$ cat src/rtl/cgra_pkg.sv
// Shared types and default sizes for the tile datapath blocks.
package cgra_pkg;

  localparam int WIDTH      = 16;
  localparam int NUM_INPUTS = 4;

  typedef logic [WIDTH-1:0] word_t;

  typedef enum logic [0:0] {
    IDLE  = 1'b0,
    WRITE = 1'b1
  } coll_state_t;

endpackage : cgra_pkg

$ cat src/rtl/tile_input_collector_if.sv
// Neighbour-link inputs and regfile write-port signals of the input collector.
interface tile_input_collector_if #(
  parameter int WIDTH      = 16,
  parameter int NUM_INPUTS = 4,
  parameter int CNT_W      = 16
);

  logic [NUM_INPUTS-1:0][WIDTH-1:0] in_data;
  logic [NUM_INPUTS-1:0]            in_vld;
  logic [NUM_INPUTS-1:0]            in_rdy;
  logic [NUM_INPUTS-1:0]            in_mask;
  logic                             wen;
  logic [NUM_INPUTS-1:0][WIDTH-1:0] w_data;
  logic                             wr_ack;
  logic                             busy;
  logic [CNT_W-1:0]                 fire_count;

  // Environment side: neighbours, configuration and the register file.
  modport master (
    output in_data, in_vld, in_mask, wr_ack,
    input  in_rdy, wen, w_data, busy, fire_count
  );

  // Collector side.
  modport slave (
    input  in_data, in_vld, in_mask, wr_ack,
    output in_rdy, wen, w_data, busy, fire_count
  );

endinterface : tile_input_collector_if

$ cat src/rtl/tile_input_collector_lane_fifo.sv
// Per-lane token FIFO. Ready depends on the registered count only, so a full
// FIFO refuses a push even when it is being popped in the same cycle.
module lane_fifo #(
  parameter int WIDTH = 16,
  parameter int DEPTH = 2
) (
  input  logic             clk,
  input  logic             reset,
  input  logic             push,
  input  logic [WIDTH-1:0] din,
  input  logic             pop,
  output logic [WIDTH-1:0] dout,
  output logic             full,
  output logic             empty
);

  localparam int AW = (DEPTH > 1) ? $clog2(DEPTH) : 1;
  localparam int CW = $clog2(DEPTH + 1);

  logic [WIDTH-1:0] mem_q [DEPTH];
  logic [AW-1:0]    wr_ptr_q;
  logic [AW-1:0]    rd_ptr_q;
  logic [CW-1:0]    count_q;
  logic             push_ok_s;
  logic             pop_ok_s;

  assign full      = (count_q == CW'(DEPTH));
  assign empty     = (count_q == {CW{1'b0}});
  assign push_ok_s = push & ~full;
  assign pop_ok_s  = pop & ~empty;
  assign dout      = mem_q[rd_ptr_q];

  // Pointer and occupancy bookkeeping; pointers wrap naturally (DEPTH is 2^n).
  always_ff @(posedge clk or negedge reset) begin
    if (!reset) begin
      wr_ptr_q <= {AW{1'b0}};
      rd_ptr_q <= {AW{1'b0}};
      count_q  <= {CW{1'b0}};
    end else begin
      if (push_ok_s) wr_ptr_q <= wr_ptr_q + AW'(1'b1);
      if (pop_ok_s)  rd_ptr_q <= rd_ptr_q + AW'(1'b1);
      case ({push_ok_s, pop_ok_s})
        2'b10:   count_q <= count_q + CW'(1'b1);
        2'b01:   count_q <= count_q - CW'(1'b1);
        default: count_q <= count_q;
      endcase
    end
  end

  // Token storage; contents are only meaningful between push and pop.
  always_ff @(posedge clk) begin
    if (push_ok_s) mem_q[wr_ptr_q] <= din;
  end

endmodule : lane_fifo

$ cat src/rtl/tile_input_collector.sv
// Collects one token per selected lane and issues them as a single bundled
// write to regfile port 1, holding the bundle until it is acknowledged.
module tile_input_collector
  import cgra_pkg::*;
#(
  parameter int WIDTH      = 16,
  parameter int NUM_INPUTS = 4,
  parameter int DEPTH      = 2,
  parameter int CNT_W      = 16
) (
  input  logic                   clk,
  input  logic                   reset,
  tile_input_collector_if.slave  bus
);

  coll_state_t                      state_q, state_d;
  logic [NUM_INPUTS-1:0]            mask_q, mask_d;
  logic                             wen_q, wen_d;
  logic [NUM_INPUTS-1:0][WIDTH-1:0] wdata_q, wdata_d;
  logic [CNT_W-1:0]                 cnt_q, cnt_d;

  logic [NUM_INPUTS-1:0][WIDTH-1:0] head_s;
  logic [NUM_INPUTS-1:0]            full_s;
  logic [NUM_INPUTS-1:0]            empty_s;
  logic [NUM_INPUTS-1:0]            pop_s;
  logic                             fire_ok_s;

  for (genvar g = 0; g < NUM_INPUTS; g++) begin : g_lane
    lane_fifo #(.WIDTH(WIDTH), .DEPTH(DEPTH)) u_fifo (
      .clk   (clk),
      .reset (reset),
      .push  (bus.in_vld[g]),
      .din   (bus.in_data[g]),
      .pop   (pop_s[g]),
      .dout  (head_s[g]),
      .full  (full_s[g]),
      .empty (empty_s[g])
    );
  end

  // A firing needs a non-empty mask whose lanes all hold a token.
  assign fire_ok_s = (bus.in_mask != {NUM_INPUTS{1'b0}}) &&
                     ((bus.in_mask & empty_s) == {NUM_INPUTS{1'b0}});
  // Consumed tokens leave on the same edge that samples the acknowledge.
  assign pop_s = ((state_q == WRITE) && bus.wr_ack) ? mask_q : {NUM_INPUTS{1'b0}};

  assign bus.in_rdy     = ~full_s;
  assign bus.wen        = wen_q;
  assign bus.w_data     = wdata_q;
  assign bus.busy       = (state_q == WRITE);
  assign bus.fire_count = cnt_q;

  // Next-state logic: latch a bundle in IDLE, release it on acknowledge.
  always_comb begin
    state_d = state_q;
    mask_d  = mask_q;
    wen_d   = wen_q;
    wdata_d = wdata_q;
    cnt_d   = cnt_q;
    case (state_q)
      IDLE: begin
        if (fire_ok_s) begin
          state_d = WRITE;
          mask_d  = bus.in_mask;
          wen_d   = 1'b1;
          for (int i = 0; i < NUM_INPUTS; i++) begin
            wdata_d[i] = bus.in_mask[i] ? head_s[i] : {WIDTH{1'b0}};
          end
        end else begin
          state_d = IDLE;
        end
      end
      WRITE: begin
        if (bus.wr_ack) begin
          state_d = IDLE;
          wen_d   = 1'b0;
          wdata_d = {(NUM_INPUTS*WIDTH){1'b0}};
          cnt_d   = (cnt_q == {CNT_W{1'b1}}) ? cnt_q : cnt_q + CNT_W'(1'b1);
        end else begin
          state_d = WRITE;
        end
      end
      default: begin
        state_d = IDLE;
        wen_d   = 1'b0;
        wdata_d = {(NUM_INPUTS*WIDTH){1'b0}};
      end
    endcase
  end

  // State, bundle and firing-counter registers.
  always_ff @(posedge clk or negedge reset) begin
    if (!reset) begin
      state_q <= IDLE;
      mask_q  <= {NUM_INPUTS{1'b0}};
      wen_q   <= 1'b0;
      wdata_q <= {(NUM_INPUTS*WIDTH){1'b0}};
      cnt_q   <= {CNT_W{1'b0}};
    end else begin
      state_q <= state_d;
      mask_q  <= mask_d;
      wen_q   <= wen_d;
      wdata_q <= wdata_d;
      cnt_q   <= cnt_d;
    end
  end

endmodule : tile_input_collector

$ cat src/flat_wrapper.sv
// flat-port wrapper written by rule: the top's interface ports become plain ports
module tile_input_collector_flat import cgra_pkg::*;
#(
  parameter int WIDTH      = 16,
  parameter int NUM_INPUTS = 4,
  parameter int DEPTH      = 2,
  parameter int CNT_W      = 16
)
  (clk, reset, bus_in_data, bus_in_vld, bus_in_mask, bus_wr_ack, bus_in_rdy, bus_wen, bus_w_data, bus_busy, bus_fire_count);
  tile_input_collector_if #(.WIDTH(WIDTH), .NUM_INPUTS(NUM_INPUTS), .CNT_W(CNT_W)) bus_i ();
  input  logic clk;
  input  logic reset;
  input wire logic [$bits(bus_i.in_data)-1:0] bus_in_data;
  input wire logic [$bits(bus_i.in_vld)-1:0] bus_in_vld;
  input wire logic [$bits(bus_i.in_mask)-1:0] bus_in_mask;
  input wire logic [$bits(bus_i.wr_ack)-1:0] bus_wr_ack;
  output wire logic [$bits(bus_i.in_rdy)-1:0] bus_in_rdy;
  output wire logic [$bits(bus_i.wen)-1:0] bus_wen;
  output wire logic [$bits(bus_i.w_data)-1:0] bus_w_data;
  output wire logic [$bits(bus_i.busy)-1:0] bus_busy;
  output wire logic [$bits(bus_i.fire_count)-1:0] bus_fire_count;
  assign bus_i.in_data = bus_in_data;
  assign bus_i.in_vld = bus_in_vld;
  assign bus_i.in_mask = bus_in_mask;
  assign bus_i.wr_ack = bus_wr_ack;
  assign bus_in_rdy = bus_i.in_rdy;
  assign bus_wen = bus_i.wen;
  assign bus_w_data = bus_i.w_data;
  assign bus_busy = bus_i.busy;
  assign bus_fire_count = bus_i.fire_count;
  tile_input_collector #(.WIDTH(WIDTH), .NUM_INPUTS(NUM_INPUTS), .DEPTH(DEPTH), .CNT_W(CNT_W)) u_core (.clk(clk), .reset(reset), .bus(bus_i));
endmodule
$ cat config.mk
export PLATFORM = sky130hd
export DESIGN_NAME = tile_input_collector_flat
export DESIGN_NICKNAME = d
export VERILOG_FILES = /design/src/rtl/cgra_pkg.sv /design/src/rtl/tile_input_collector_if.sv /design/src/rtl/tile_input_collector_lane_fifo.sv /design/src/rtl/tile_input_collector.sv /design/src/flat_wrapper.sv
export SDC_FILE = /design/constraint.sdc
export NUM_CORES = 1
export LEC_CHECK = 0
export ABC_AREA = 1
export BUFFER_PORTS_ARGS = -buffer_cell sky130_fd_sc_hd__buf_2
export CAP_MARGIN = 20
export CORE_MARGIN = 8
export CORE_UTILIZATION = 50
export CTS_BUF_LIST = sky130_fd_sc_hd__clkbuf_16
export DETAILED_ROUTE_END_ITERATION = 8
export PLACE_DENSITY = 0.74
export SLEW_MARGIN = 20
export SYNTH_ARGS = -nofsm -noshare
export SYNTH_HDL_FRONTEND = slang
export SYNTH_SLANG_ARGS = --single-unit
$ cat constraint.sdc
create_clock -name clk -period 3.2 [get_ports clk]
set_clock_uncertainty 0.15 [all_clocks]
set_input_delay 0.48 -clock clk [delete_from_list [all_inputs] [get_ports clk]]
set_output_delay 0.48 -clock clk [all_outputs]
set_load 0.01 [all_outputs]
==> run metrics <==
Overall Global Routing Usage 17.3%; Post-Synthesis Cell Area 0.00922 mm2; DP Cell Count 1120; total number of vias 6166; Tcrit/Tclk final 74.1%; Setup TNS 0 ps; Leak Pwr 5.10 nW; Synth Register Bits 230; Critical Path Max Stage Delay 620 ps; clk buf depth 3; crit end category flop; Max Cap Violations 0; DIE HEIGHT 152 um; Synth top area share 41.7%; clk slew on worst S/H paths 60 ps; Worst Path Required 3450 ps; Seq pwr share 46.3%; pwr/cell area 894 mW/mm2; core area 0.0180 mm2; fmax 422 MHz; Post-DRT Antenna Nets 0; syn_area_per_cell 12.3 um2; share of post-route cells with drive strength above 1 23.9%; Routed WL 20000 um; top post-synthesis cells by area edfxtp_1 (42%), dfrtp_1 (28%), nand2_1 (5.9%); Avg WL per Cell 16.8 um; Die W 152 um; Initial Util 51.1%; Post-CTS Hold Buffers 22; Final setup viols 0; TritonCTS clock tree built; Post-synth top cells nand2_1 (146), edfxtp_1 (128), dfrtp_1 (102); first-pass iteration count of the detailed router 4; grt total ovfl 0; Root Buffer clkbuf_16; Hold Path End u_core.g_lane[1].u_fifo.mem_q[0][5]; Worst slew margin 32.7%; crit path DAT 2620 ps; Logic pwr share 27.9%; clk sinks 230; routability congestion estimate 0.808; cell count after synthesis 751; P_sw 3.43 mW; R2R depth 6; clk_lat worst skew 510 ps; initial DRC count 394; CTS H-Tree Depth 1; dominant synthesized flop cell edfxtp_1; Antenna Cells 0; FILL cells 1436; drt drc 0; Post-synth ARST share 44.3%; most common cell in the synthesized netlist nand2_1; r2r endpoint u_core.bus.w_data[48]; global-route wire length before repair 31700 um; Syn Nets 831; CTS buffer count 24; min cycle time layout 2370 ps; Hold Startpoint bus_in_data[21]; number of synthesized flops with an enable pin 128; largest net degree at the start of global routing 73; row count 49; worst r2r src u_core.g_lane[0].u_fifo.count_q[0]; Ys Warns 0; post-CTS resize count 0; RSZ-0062 raised after global routing false; HP Class input port to flop; Final HPWL DP 13000 um; port buffer count 160; initial antenna violation count 3; Crit path top cell by count nand3_1; status finished, final reports clean; CP Class flop to flop; post-synthesis sequential area ratio 69.4%; Worst Tran Pin Value 1010 ps; maximum VDD drop 0.624 mV; Pins Over Slew Limit 0; switching share of power 34.3%; Distinct cells, synth 31; Area growth syn-to-layout 21.4%; hold depth 1; Yosys top cell by area edfxtp_1; critical path cell sequence inv_1 -> nand3_1 -> nand2_1 -> nor2_4 -> nand3_1 -> o21ai_0; Die ar. 0.0230 mm2; R2R setup slack 830 ps; vias in the first global route 6230; postcts setup bufs 0; worst hold slack 26.3 ps; Startpoint Class flop; I/O pin total 161; non-filler cells in the finished layout 1190; Via density 5.18; slowest CP cell nand3_1; Pint 6.57 mW; clock network fraction of total power 25.7%; Worst Path Max Fanout 20; Final Hold Vio Count 0; post-layout net count 1023
-- worst max-delay path: cells and delay by family (launching register included) --
family,cells,cell delay (ps)
buf+inv,1,100
compound gates,1,390
simple gates,4,1250
flops,1,390
-- kinds of logic after synthesis --
group	after synthesis	share of synthesized area [%]
AND/OR/NAND/NOR	306	15.0
flip-flops	230	69.4
AO/OA/AOI/OAI	77	4.59
buffers and inverters	73	4.10
multiplexers	41	4.45
XOR/XNOR	19	1.81
adder cells (fa/ha/maj)	5	0.679
-- worst max-delay path by stage --
stage                                        from                                   to  slack [ps]
2_1_floorplan  u_core.g_lane[1].u_fifo.count_q[0]  u_core.g_lane[1].u_fifo.mem_q[1][0]        1250
3_3_place_gp                       bus_in_mask[1]                u_core.bus.w_data[48]         620
3_5_place_dp                       bus_in_mask[1]                u_core.bus.w_data[51]         510
4_1_cts        u_core.g_lane[0].u_fifo.count_q[0]                u_core.bus.w_data[48]         820
5_1_grt        u_core.g_lane[0].u_fifo.count_q[0]                u_core.bus.w_data[48]         660
6_report       u_core.g_lane[0].u_fifo.count_q[0]                u_core.bus.w_data[48]         830
-- stage by stage --
step	setup WS (ps)	power, mW	utilization (%)	instance area [um2]
after floorplan	1250	6.55	-	9220
after global placement	625	7.40	56.6	10200
after detailed placement	510	7.49	56.6	10200
after CTS	820	10.1	61.9	11200
after global routing	655	10.6	62.1	11200
final	830	10.0	62.1	11200
-- placed cells by master, fill, tap and decap left out, types with 9 or more instances in the layout --
| master | n |
|---|---|
| a21oi_1 | 9 |
| buf_2 | 159 |
| buf_4 | 13 |
| clkbuf_16 | 25 |
| dfrtp_1 | 102 |
| dlygate4sd3_1 | 26 |
| edfxtp_1 | 128 |
| inv_1 | 44 |
| mux2i_1 | 41 |
| nand2_1 | 145 |
| nand3_1 | 71 |
| nand4_1 | 21 |
| nor2_1 | 48 |
| o21ai_0 | 34 |
| o21ai_1 | 24 |
| o21ai_2 | 10 |
| xnor2_1 | 11 |
-- state kept, by name, indices dropped and copies added, names as in the netlist --
register and count:
u_core.bus.wen 1, u_core.g_lane.u_fifo.count_q 8, u_core.bus.fire_count 16, u_core.bus.w_data 64
u_core.g_lane.u_fifo.rd_ptr_q 4, u_core.g_lane.u_fifo.mem_q 128, u_core.g_lane.u_fifo.wr_ptr_q 4, u_core.mask_q 4
u_core.bus.busy 1
-- power by group through the flow --
stage	combinational, mW	clock [mW]	sequential [mW]
after floorplan	1.96	0	4.59
after global placement	2.73	0	4.67
after detailed placement	2.81	0	4.68
after CTS	2.84	2.63	4.63
after global routing	3.11	2.75	4.74
final	2.79	2.57	4.64
-- area by class of cell --
type	instances	area [um2]	share of cell area, %
sequential	230	6400	57.2
multi-input combinational	448	2450	21.9
timing repair buffer	199	1170	10.5
clock buffer	25	626	5.59
tap	229	287	2.56
inverter	40	150	1.34
clock inverter	19	111	0.995
-- metal layers --
layer / share of wire [%] / routed length (um) / up-vias / GRT usage, %
met5: 0.14 / 28 / - / 0
met4: 1.9 / 374 / 6 / 4.61
met3: 7.7 / 1530 / 32 / 4.34
met2: 50 / 9900 / 192 / 29.7
met1: 41 / 8160 / 2959 / 21.4
li1: - / - / 2977 / -
No activity file was read; power rests on OpenSTA's default activity.
